--- config.mk ---
export PLATFORM = sky130hd
export DESIGN_NAME = mem_access_ctrl_flat
export DESIGN_NICKNAME = d
export VERILOG_FILES = /design/src/rtl/mem_access_ctrl_if.sv /design/src/rtl/mem_access_ctrl.sv /design/src/flat_wrapper.sv
export SDC_FILE = /design/constraint.sdc
export NUM_CORES = 1
export LEC_CHECK = 0
export BUFFER_PORTS_ARGS = -buffer_cell sky130_fd_sc_hd__buf_2
export CAP_MARGIN = 20
export CORE_ASPECT_RATIO = 0.8
export CORE_MARGIN = 10
export CORE_UTILIZATION = 52
export CTS_CLUSTER_SIZE = 10
export DETAILED_ROUTE_END_ITERATION = 16
export PLACE_DENSITY = 0.8
export SLEW_MARGIN = 20
export SYNTH_ARGS = -nofsm -noshare
export SYNTH_HDL_FRONTEND = slang
export SYNTH_SLANG_ARGS = --single-unit
--- constraint.sdc ---
create_clock -name clk -period 2.41 [get_ports clk]
set_input_delay 0.482 -clock clk [delete_from_list [all_inputs] [get_ports clk]]
set_output_delay 0.482 -clock clk [all_outputs]
set_load 0.005 [all_outputs]
--- src/rtl/mem_access_ctrl_if.sv ---
// Execute-stage request/response channel into the load/store unit.
// The execute stage is the master; mem_access_ctrl is the slave.
interface mem_access_ctrl_if;
   logic        req_valid;
   logic        req_ready;
   logic        req_is_store;
   logic [2:0]  req_funct3;
   logic [63:0] req_addr;
   logic [63:0] req_wdata;
   logic        resp_valid;
   logic        resp_err;
   logic [63:0] resp_rdata;

   modport master (
      output req_valid, req_is_store, req_funct3, req_addr, req_wdata,
      input  req_ready, resp_valid, resp_err, resp_rdata
   );

   modport slave (
      input  req_valid, req_is_store, req_funct3, req_addr, req_wdata,
      output req_ready, resp_valid, resp_err, resp_rdata
   );
endinterface

--- src/rtl/mem_access_ctrl.sv ---
// RV64 load/store unit driving a doubleword-indexed main memory.
// Sub-word loads are extracted/extended; sub-word stores use read-modify-write.
module mem_access_ctrl #(
   parameter int MEM_DEPTH = 32,
   parameter int IDX_W     = 5
) (
   input  logic                clk,
   input  logic                rst_n,
   mem_access_ctrl_if.slave    bus,
   output logic                mem_read,
   output logic                mem_write,
   output logic [63:0]         mem_load_addr,
   output logic [63:0]         mem_store_addr,
   output logic [63:0]         mem_store_data,
   input  logic [63:0]         mem_load_data
);

   typedef enum logic [2:0] {IDLE, ERR, RD_ISSUE, RD_CAPTURE, WR} state_t;

   state_t state, state_d;

   logic             is_st_q;
   logic [2:0]       f3_q;
   logic [2:0]       off_q;
   logic [IDX_W-1:0] idx_q;
   logic [63:0]      wdata_q;

   logic             rd_d, wr_d, rv_d, re_d;
   logic [63:0]      rdata_d, load_addr_d, store_addr_d, store_data_d;

   // request decode
   logic             accept;
   logic [2:0]       req_off;
   logic [IDX_W-1:0] req_idx;
   logic             range_err, align_err, f3_err, req_err, req_rmw;

   assign bus.req_ready = (state == IDLE);
   assign accept        = bus.req_valid && (state == IDLE);
   assign req_off       = bus.req_addr[2:0];
   assign req_idx       = bus.req_addr[IDX_W+2:3];
   assign range_err     = bus.req_addr >= (64'(MEM_DEPTH) * 64'd8);

   always_comb begin
      align_err = 1'b0;
      case (bus.req_funct3[1:0])
         2'd1:    align_err = req_off[0];
         2'd2:    align_err = |req_off[1:0];
         2'd3:    align_err = |req_off;
         default: align_err = 1'b0;
      endcase
   end

   assign f3_err  = bus.req_is_store ? bus.req_funct3[2] : (bus.req_funct3 == 3'b111);
   assign req_err = range_err | align_err | f3_err;
   // only sd can skip the read; every other store merges into the old doubleword
   assign req_rmw = !bus.req_is_store || (bus.req_funct3[1:0] != 2'd3);

   // load extraction and store merge, both keyed off the captured offset
   logic [5:0]  bit_sh;
   logic [63:0] fld, ld_ext, size_mask, merged;

   assign bit_sh = {off_q, 3'b000};
   assign fld    = mem_load_data >> bit_sh;

   always_comb begin
      case (f3_q)
         3'b000:  ld_ext = {{56{fld[7]}},  fld[7:0]};
         3'b001:  ld_ext = {{48{fld[15]}}, fld[15:0]};
         3'b010:  ld_ext = {{32{fld[31]}}, fld[31:0]};
         3'b100:  ld_ext = {56'd0, fld[7:0]};
         3'b101:  ld_ext = {48'd0, fld[15:0]};
         3'b110:  ld_ext = {32'd0, fld[31:0]};
         default: ld_ext = fld;
      endcase
   end

   always_comb begin
      case (f3_q[1:0])
         2'd0:    size_mask = 64'h0000_0000_0000_00FF;
         2'd1:    size_mask = 64'h0000_0000_0000_FFFF;
         2'd2:    size_mask = 64'h0000_0000_FFFF_FFFF;
         default: size_mask = '1;
      endcase
   end

   assign merged = (mem_load_data & ~(size_mask << bit_sh)) | ((wdata_q & size_mask) << bit_sh);

   always_ff @(posedge clk or negedge rst_n) begin
      if (!rst_n) state <= IDLE;
      else        state <= state_d;
   end

   always_comb begin
      state_d      = state;
      rd_d         = 1'b0;
      wr_d         = 1'b0;
      rv_d         = 1'b0;
      re_d         = 1'b0;
      rdata_d      = '0;
      load_addr_d  = mem_load_addr;
      store_addr_d = mem_store_addr;
      store_data_d = mem_store_data;
      case (state)
         IDLE: if (bus.req_valid) begin
            if (req_err) begin
               state_d = ERR;
            end else if (req_rmw) begin
               state_d     = RD_ISSUE;
               rd_d        = 1'b1;
               load_addr_d = {{(64-IDX_W){1'b0}}, req_idx};
            end else begin
               state_d      = WR;
               wr_d         = 1'b1;
               store_addr_d = {{(64-IDX_W){1'b0}}, req_idx};
               store_data_d = bus.req_wdata;
            end
         end
         ERR: begin
            state_d = IDLE;
            rv_d    = 1'b1;
            re_d    = 1'b1;
         end
         RD_ISSUE: state_d = RD_CAPTURE;
         RD_CAPTURE: begin
            if (is_st_q) begin
               state_d      = WR;
               wr_d         = 1'b1;
               store_addr_d = {{(64-IDX_W){1'b0}}, idx_q};
               store_data_d = merged;
            end else begin
               state_d = IDLE;
               rv_d    = 1'b1;
               rdata_d = ld_ext;
            end
         end
         WR: begin
            state_d = IDLE;
            rv_d    = 1'b1;
         end
         default: state_d = IDLE;
      endcase
   end

   always_ff @(posedge clk or negedge rst_n) begin
      if (!rst_n) begin
         is_st_q        <= 1'b0;
         f3_q           <= '0;
         off_q          <= '0;
         idx_q          <= '0;
         wdata_q        <= '0;
         mem_read       <= 1'b0;
         mem_write      <= 1'b0;
         mem_load_addr  <= '0;
         mem_store_addr <= '0;
         mem_store_data <= '0;
         bus.resp_valid <= 1'b0;
         bus.resp_err   <= 1'b0;
         bus.resp_rdata <= '0;
      end else begin
         if (accept) begin
            is_st_q <= bus.req_is_store;
            f3_q    <= bus.req_funct3;
            off_q   <= req_off;
            idx_q   <= req_idx;
            wdata_q <= bus.req_wdata;
         end
         mem_read       <= rd_d;
         mem_write      <= wr_d;
         mem_load_addr  <= load_addr_d;
         mem_store_addr <= store_addr_d;
         mem_store_data <= store_data_d;
         bus.resp_valid <= rv_d;
         bus.resp_err   <= re_d;
         bus.resp_rdata <= rdata_d;
      end
   end

endmodule

--- src/flat_wrapper.sv ---
// flat-port wrapper written by rule: the top's interface ports become plain ports
module mem_access_ctrl_flat 
#(
   parameter int MEM_DEPTH = 32,
   parameter int IDX_W     = 5
)
  (clk, rst_n, mem_read, mem_write, mem_load_addr, mem_store_addr, mem_store_data, mem_load_data, bus_req_valid, bus_req_is_store, bus_req_funct3, bus_req_addr, bus_req_wdata, bus_req_ready, bus_resp_valid, bus_resp_err, bus_resp_rdata);
  mem_access_ctrl_if bus_i ();
  input  logic clk;
  input  logic rst_n;
  output logic mem_read;
  output logic mem_write;
  output logic [63:0] mem_load_addr;
  output logic [63:0] mem_store_addr;
  output logic [63:0] mem_store_data;
  input  logic [63:0] mem_load_data;
  input wire logic [$bits(bus_i.req_valid)-1:0] bus_req_valid;
  input wire logic [$bits(bus_i.req_is_store)-1:0] bus_req_is_store;
  input wire logic [$bits(bus_i.req_funct3)-1:0] bus_req_funct3;
  input wire logic [$bits(bus_i.req_addr)-1:0] bus_req_addr;
  input wire logic [$bits(bus_i.req_wdata)-1:0] bus_req_wdata;
  output wire logic [$bits(bus_i.req_ready)-1:0] bus_req_ready;
  output wire logic [$bits(bus_i.resp_valid)-1:0] bus_resp_valid;
  output wire logic [$bits(bus_i.resp_err)-1:0] bus_resp_err;
  output wire logic [$bits(bus_i.resp_rdata)-1:0] bus_resp_rdata;
  assign bus_i.req_valid = bus_req_valid;
  assign bus_i.req_is_store = bus_req_is_store;
  assign bus_i.req_funct3 = bus_req_funct3;
  assign bus_i.req_addr = bus_req_addr;
  assign bus_i.req_wdata = bus_req_wdata;
  assign bus_req_ready = bus_i.req_ready;
  assign bus_resp_valid = bus_i.resp_valid;
  assign bus_resp_err = bus_i.resp_err;
  assign bus_resp_rdata = bus_i.resp_rdata;
  mem_access_ctrl #(.MEM_DEPTH(MEM_DEPTH), .IDX_W(IDX_W)) u_core (.clk(clk), .rst_n(rst_n), .bus(bus_i), .mem_read(mem_read), .mem_write(mem_write), .mem_load_addr(mem_load_addr), .mem_store_addr(mem_store_addr), .mem_store_data(mem_store_data), .mem_load_data(mem_load_data));
endmodule
Yosys cells after proc, flatten, opt, wreduce, memory -nomap -nowiden
Cells that the tools add are included.
{"block": "word_totals", "output_inout_bits": 261, "ff_bits": 280, "input_bits": 199}
{"block": "op_classes", "reduce_logical": 12, "n_eq_ne": 20, "bitwise_logic": 7, "order_cmp": 1, "mux": 33, "shift": 3}
{"operator": "$mux W64", "count": 10}
{"operator": "$pmux W64 S6", "count": 1}
{"operator": "$pmux W64 S2", "count": 2}
{"operator": "$pmux W64 S3", "count": 1}
{"operator": "$and A64 B64 Y64", "count": 2}
{"operator": "$shl A64 B6 Y64", "count": 2}
{"operator": "$ge A64 B9 Y1 const B", "count": 1}
{"operator": "$not A64 Y64", "count": 1}
{"operator": "$or A64 B64 Y64", "count": 1}
{"operator": "$shr A64 B6 Y64", "count": 1}
{"operator": "$eq A3 B3 Y1 const B", "count": 5}
{"operator": "$mux W3", "count": 4}
{"operator": "$mux W1", "count": 11}
{"operator": "$eq A3 B2 Y1 const B", "count": 3}
{"operator": "$pmux W3 S3", "count": 1}
{"operator": "$ne A2 B2 Y1 const B", "count": 4}
{"operator": "$eq A2 B2 Y1 const B", "count": 3}
{"operator": "$eq A3 B1 Y1 const B", "count": 2}
{"operator": "$logic_not A3 Y1", "count": 2}
{"operator": "$reduce_and A5 Y1", "count": 1}
{"operator": "$eq A2 B1 Y1 const B", "count": 2}
{"operator": "$pmux W1 S2", "count": 2}
{"operator": "$reduce_and A4 Y1", "count": 1}
{"operator": "$reduce_or A2 Y1", "count": 2}
{"operator": "10 further kinds", "count": 11}

Logic depth before layout (Yosys ltp)
{"block": "depth", "word_depth": 8, "mapped_depth": 11}

Worst setup path after synthesis
OpenSTA, ideal clock, no wires.
{"block": "synth_timing", "path_type": "input to register", "from": "input bus_req_addr[27]", "to": "register u_core.mem_store_data[10]", "path_stages": 7, "setup_time_ps": 125, "required_ps": 2285, "t_arrival_ps": 2100, "setup_slack_ps": 186, "n_path_buf": 1, "cell_sequence": "nor4_1 > nand4_1 > nor4_2 > nand4_1 > nand2_1 > buf_4 > mux2_2"}
{"block": "synth_via", "elab_chain_cells": 5}
{"item": "from (decl)", "line_no": "flat_wrapper.sv:20", "source": "input wire logic [$bits(bus_i.req_addr)-1:0] bus_req_addr;"}
{"item": "$ge A64 B9 Y1", "line_no": "mem_access_ctrl.sv:41", "source": "assign range_err = bus.req_addr >= (64'(MEM_DEPTH) * 64'd8);"}
{"item": "$or A1 B1 Y1 (2 in series)", "line_no": "mem_access_ctrl.sv:54", "source": "assign req_err = range_err | align_err | f3_err;"}
{"item": "$ne A2 B2 Y1 (no line)"}
{"item": "$reduce_and A5 Y1 (no line)"}
{"item": "to (signal assigned)", "line_no": "mem_access_ctrl.sv:171", "source": "mem_store_data <= store_data_d;"}
{"item": "to (decl)", "line_no": "mem_access_ctrl.sv:14", "source": "output logic [63:0] mem_store_data,"}
No other way between the ends.
A chain may end at the register's enable or synchronous reset.

Worst setup path after layout
{"block": "layout_timing", "from": "register u_core.off_q[1]", "to": "register u_core.bus.resp_rdata[30]"}
{"block": "layout_via", "elab_chain_cells": 4}
{"item": "from (decl)", "line_no": "mem_access_ctrl.sv:24", "source": "logic [2:0] off_q;"}
{"item": "from (signal assigned)", "line_no": "mem_access_ctrl.sv:163", "source": "off_q <= req_off;"}
{"item": "$shr A64 B6 Y64", "line_no": "mem_access_ctrl.sv:63", "source": "assign fld = mem_load_data >> bit_sh;"}
{"item": "$pmux W64 S6", "line_no": "mem_access_ctrl.sv:66", "source": "case (f3_q)"}
{"item": "$mux W64", "line_no": "mem_access_ctrl.sv:125", "source": "if (is_st_q) begin"}
{"item": "$mux W64", "line_no": "mem_access_ctrl.sv:103", "source": "case (state)"}
{"item": "net u_core.rdata_d[30]", "line_no": "mem_access_ctrl.sv:29", "source": "logic [63:0] rdata_d, load_addr_d, store_addr_d, store_data_d;"}
{"item": "to (signal assigned)", "line_no": "mem_access_ctrl.sv:174", "source": "bus.resp_rdata <= rdata_d;"}
{"item": "to (decl)", "line_no": "mem_access_ctrl_if.sv:21", "source": "output req_ready, resp_valid, resp_err, resp_rdata"}
The timed path passes the listed nets, and every way through them passes these cells.

==> flow_results.org <==
** Yosys
- Summed over all instances, the cell type with the most area after synthesis is sky130_fd_sc_hd__dfrtp_1.
- Dividing the synthesized area by the synthesized cell count gives 8.617 µm².
- Top cells by area in the synthesized netlist :: sky130_fd_sc_hd__dfrtp_1 41%, sky130_fd_sc_hd__nand2_1 8.7%, sky130_fd_sc_hd__buf_4 7.4%
- Total standard cell area after synthesis :: 13,510 µm²
- Count of flip-flops with a built-in enable after synthesis :: 0
- Arithmetic-cell share of the synthesized area counting full adders, half adders and majority gates :: 0
- Compound-Gate Fraction of Synth Area :: 0.1753
- Share of the yosys chip area belonging to registers :: 0.4093
- Share of synthesized cell area in and, or, nand and nor gates :: 0.1813
- The most common cell in the synthesized netlist is sky130_fd_sc_hd__nand2_1.
- Of all flip-flops after synthesis, the portion carrying an async set or reset was 1.000.
- Multiplexer fraction of the synthesized cell area :: 0.1210
- The commonest cells after synthesis are 314 x sky130_fd_sc_hd__nand2_1, 221 x sky130_fd_sc_hd__dfrtp_1, 152 x sky130_fd_sc_hd__nor2_1.
- Prevailing post-synth register cell :: sky130_fd_sc_hd__dfrtp_1
- Instance count of the mapped netlist :: 1,568
- By area, the combinational part of the netlist is dominated by simple AND/OR/NAND/NOR gates.
- In this run, distinct cell masters in the synthesized netlist total 55.
- In this run, synthesis produced a sequential element count of 221.
- For this run, the number of Yosys warnings is 0.
- Proportion of netlist area held by the largest area contributor :: 0.4093
- Of the total synthesized cell area, the portion taken by XOR and XNOR cells is 0.

** Layout
- Fraction of final layout cells with drive strength greater than 1 :: 0.3241
- Excluding fillers, the count of instances in the completed layout stands at 2,333.
- Fillcell total :: 2,178
- Relative to the synthesized area, the layout overhead comes to 24.49%.
- Count of nets after finishing :: 2,176
- Final core area utilization :: 0.6612

** Drt
- Count of antenna-violating nets left after detailed routing :: 0
- Final wirelength :: 57,590 µm
- In this run, the number of DRC markers left after iteration 0 of detailed routing was 1,835.
- In the routed layout, each cell is associated on average with a via count of 5.835.
- Number of vias after detailed routing :: 13,610
- DRC viols :: 0
- Detailed-routing iteration count for the pre-antenna-repair pass :: 6
- Detail-routed net length per standard cell :: 24.69 µm

** STA
- Transition at the pin with the smallest max-transition slack :: 0.7256 ns
- Achievable frequency :: 413.6 MHz
- Fin crit share :: 1.003
- Post-Route Setup TNS :: -0.007687 ns
- In the post-route analysis, the smallest setup slack over all paths is -0.007687 ns.
- The worst path in the final design needs a cycle of 2.418 ns, including I/O delays and setup.
- Final hold violation count :: 0
- The number of pins exceeding their max-slew limit in the final report came to 0.
- Setup repair after global routing could not meet its margin everywhere.
- Setup violations remaining at the end of the flow were counted as 1.
- For the final database, setup skew stands at 0.01880 ns.
- Slew Limit Headroom :: 0.5162

** Die
- Die area :: 32,870 µm²
- In this run the core area contains 52 standard-cell rows.
- In this run the count of I/O pins placed on the die edge is 460.
- Starting Density :: 0.5311
- The floorplan step set the die width to 200.2 µm.
- Y dimension of the die :: 164.2 µm
- The total area inside the core boundary comes to 25,440 µm².

** Global routing
- Across every metal layer, demand over resource in global routing totals 0.3327.
- First-pass GRT wire length :: 84,950 µm
- The number of antenna violations at the first check in global routing is 0.
- Entering global routing, the biggest net connects 80 pins.
- Overall overflow remaining after global route :: 0
- Via count of the first global-routing pass :: 13,360

** Clock tree
- CTS HTree Levels :: 1
- CTS tree :: yes
- The clock reaches the later pin of the worst-skew pair after 0.54 ns.
- The clock passes through at most 3 buffers.
- Clock tree synthesis inserted a total of 26 buffers.
- The clock net in this run drives a total of 221 sinks.
- CTS placed an instance of sky130_fd_sc_hd__clkbuf_16 at the clock tree root.
- Clock-pin slew was measured on the worst setup and hold paths at 0.06 ns.

** Outcome
- The run finished, with violations left.
- The final reports fail on negative setup slack.

** Place
- Routability-driven placement congestion ratio :: 0.9698
- Prior to clock tree synthesis, the placed netlist has a worst setup slack of -0.2710 ns.
- Post-Place Cells :: 2,296
- Count of input and output buffers :: 341
- Detailed placement finished with a half-perimeter wire length of 45,630 µm.

** Min path
- Along the worst hold path, the cell count comes to 3.
- The worst hold path terminates at u_core.wdata_q[25].
- Class of the worst hold path :: input port to register
- In this run the most critical hold path is launched from bus_req_wdata[25].

** Worst setup path
- Critical path capture point type :: register
- The setup check on the worst reg-to-reg path leaves a slack of -0.008 ns.
- The worst setup path is launched from a register.
- Along the worst path, the maximum fanout reaches 79.
- WP data required :: 2.80 ns
- The worst register-to-register path ends at u_core.bus.resp_rdata[30].
- Data arrives at the worst endpoint at 2.81 ns.
- Critical path start-end classification :: register to register
- Worst r2r path cells :: 6
- The startpoint identified for the worst register-to-register timing path is u_core.off_q[1].

** Job
- Number of max-capacitance violations reported :: 0

** Pwr
- The analysis attributes to cell leakage a power of 8.544 nW.
- Of the total power, the clock network draws 0.333.
- Power share of the sequential group :: 0.383
- Net switching fraction of the power :: 0.3331
- Of the total power, combinational logic draws 0.284.
- For this design the total switching power over the nets is 3.604 mW.
- The design draws 10.82 mW.
- Power Density :: 643.2 nW/µm²
- Internal portion of total power :: 7.215 mW
- Across the VDD grid, the largest voltage drop is 0.5408 mV.
## flip-flops by register name, summed over array words and instances, names as in the netlist, 3 cells and up
signal and flops:
u_core.bus.resp_rdata 64, u_core.mem_store_data 64, u_core.wdata_q 64, u_core.idx_q 5, u_core.mem_load_addr 5, u_core.mem_store_addr 5, u_core.f3_q 3, u_core.off_q 3
u_core.state 3
## final cells by class
type	count	area (µm²)	area share
diodes	1	2.502	0.0001488
clock buffers	31	700.7	0.04165
clock inverters	1	30.03	0.001785
inverters	18	71.32	0.004240
multi-input cells	1210	6963	0.4139
flip-flops and latches	221	5539	0.3293
well taps	351	439.2	0.02611
repair buffers	500	3075	0.1828
## how the worst max path moves through the flow
| stage | start | endpoint | slack [ns] | cells past startpoint |
|---|---|---|---|---|
| finish | u_core.off_q[1] | u_core.bus.resp_rdata[30] | -0.008 | 6 |
| global route | u_core.off_q[1] | u_core.mem_store_data[53] | -0.04 | 8 |
| CTS | u_core.off_q[0] | u_core.bus.resp_rdata[55] | 0.001 | 8 |
| detailed placement | bus_req_addr[61] | u_core.mem_store_data[35] | -0.27 | 9 |
| global placement | bus_req_addr[37] | u_core.mem_store_data[29] | -0.09 | 9 |
| floorplan | bus_req_addr[27] | u_core.mem_store_data[10] | 0.19 | 7 |
## worst max-delay path, cell delays in order (launching register included)
cell	delay, ns
sky130_fd_sc_hd__dfrtp_4	0.44
sky130_fd_sc_hd__buf_12	0.17
sky130_fd_sc_hd__buf_4	0.60
sky130_fd_sc_hd__nor2_1	0.31
sky130_fd_sc_hd__and3_1	0.26
sky130_fd_sc_hd__o21ai_0	0.31
sky130_fd_sc_hd__a21oi_1	0.14
## stage by stage
stage                     hold WS, ns  area, µm²
after floorplan                0.1864      13950
after global placement         0.4548      15950
after detailed placement       0.4554      15950
after CTS                      0.1487      16710
after global routing           0.1718      16820
final                          0.1605      16820
## layer usage
metal,global-route usage,routed length [µm]
met1,0.4352,23090
met5,0,0
met2,0.5359,26770
met4,0.1007,1849
met3,0.08309,5888
## cell families after synthesis
logic type / count (synthesis)
AOI/OAI and AO/OA: 361
buffers and inverters: 254
DFF: 221
muxes: 151
other: 1
and+or+nand+nor: 580
## power groups by stage
stage	clock network, mW	logic (mW)	registers [mW]
2_1_floorplan	0	1.76	4.09
3_3_place_gp	0	2.86	4.18
3_5_place_dp	0	2.88	4.18
4_1_cts	3.63	2.91	4.12
5_1_grt	3.77	3.29	4.15
6_report	3.61	3.07	4.14
## cells in the final DEF (no fill, tap or decap), types with 25 or more instances in the layout
cell and n:
sky130_fd_sc_hd__conb_1 118, sky130_fd_sc_hd__o21ai_0 70, sky130_fd_sc_hd__dfrtp_1 218, sky130_fd_sc_hd__buf_4 146, sky130_fd_sc_hd__nand2_1 312, sky130_fd_sc_hd__mux2i_1 79
sky130_fd_sc_hd__a211oi_1 40, sky130_fd_sc_hd__clkbuf_16 28, sky130_fd_sc_hd__mux2_2 69, sky130_fd_sc_hd__a21oi_1 124, sky130_fd_sc_hd__a221oi_1 25, sky130_fd_sc_hd__buf_2 340
sky130_fd_sc_hd__nor2_1 151
## repair_timing
action | 4_1_cts | 5_1_grt
setup buffers | 0 | 2
gates cloned | 0 | 1
endpoints found under the hold margin | 53 | 0
hold buffers | 1 | 0
gates resized for setup | 2 | 15
pin swaps | 0 | 4
endpoints found under the setup margin | 2 | 55
Note: power is estimated with default switching activity, not from simulation.
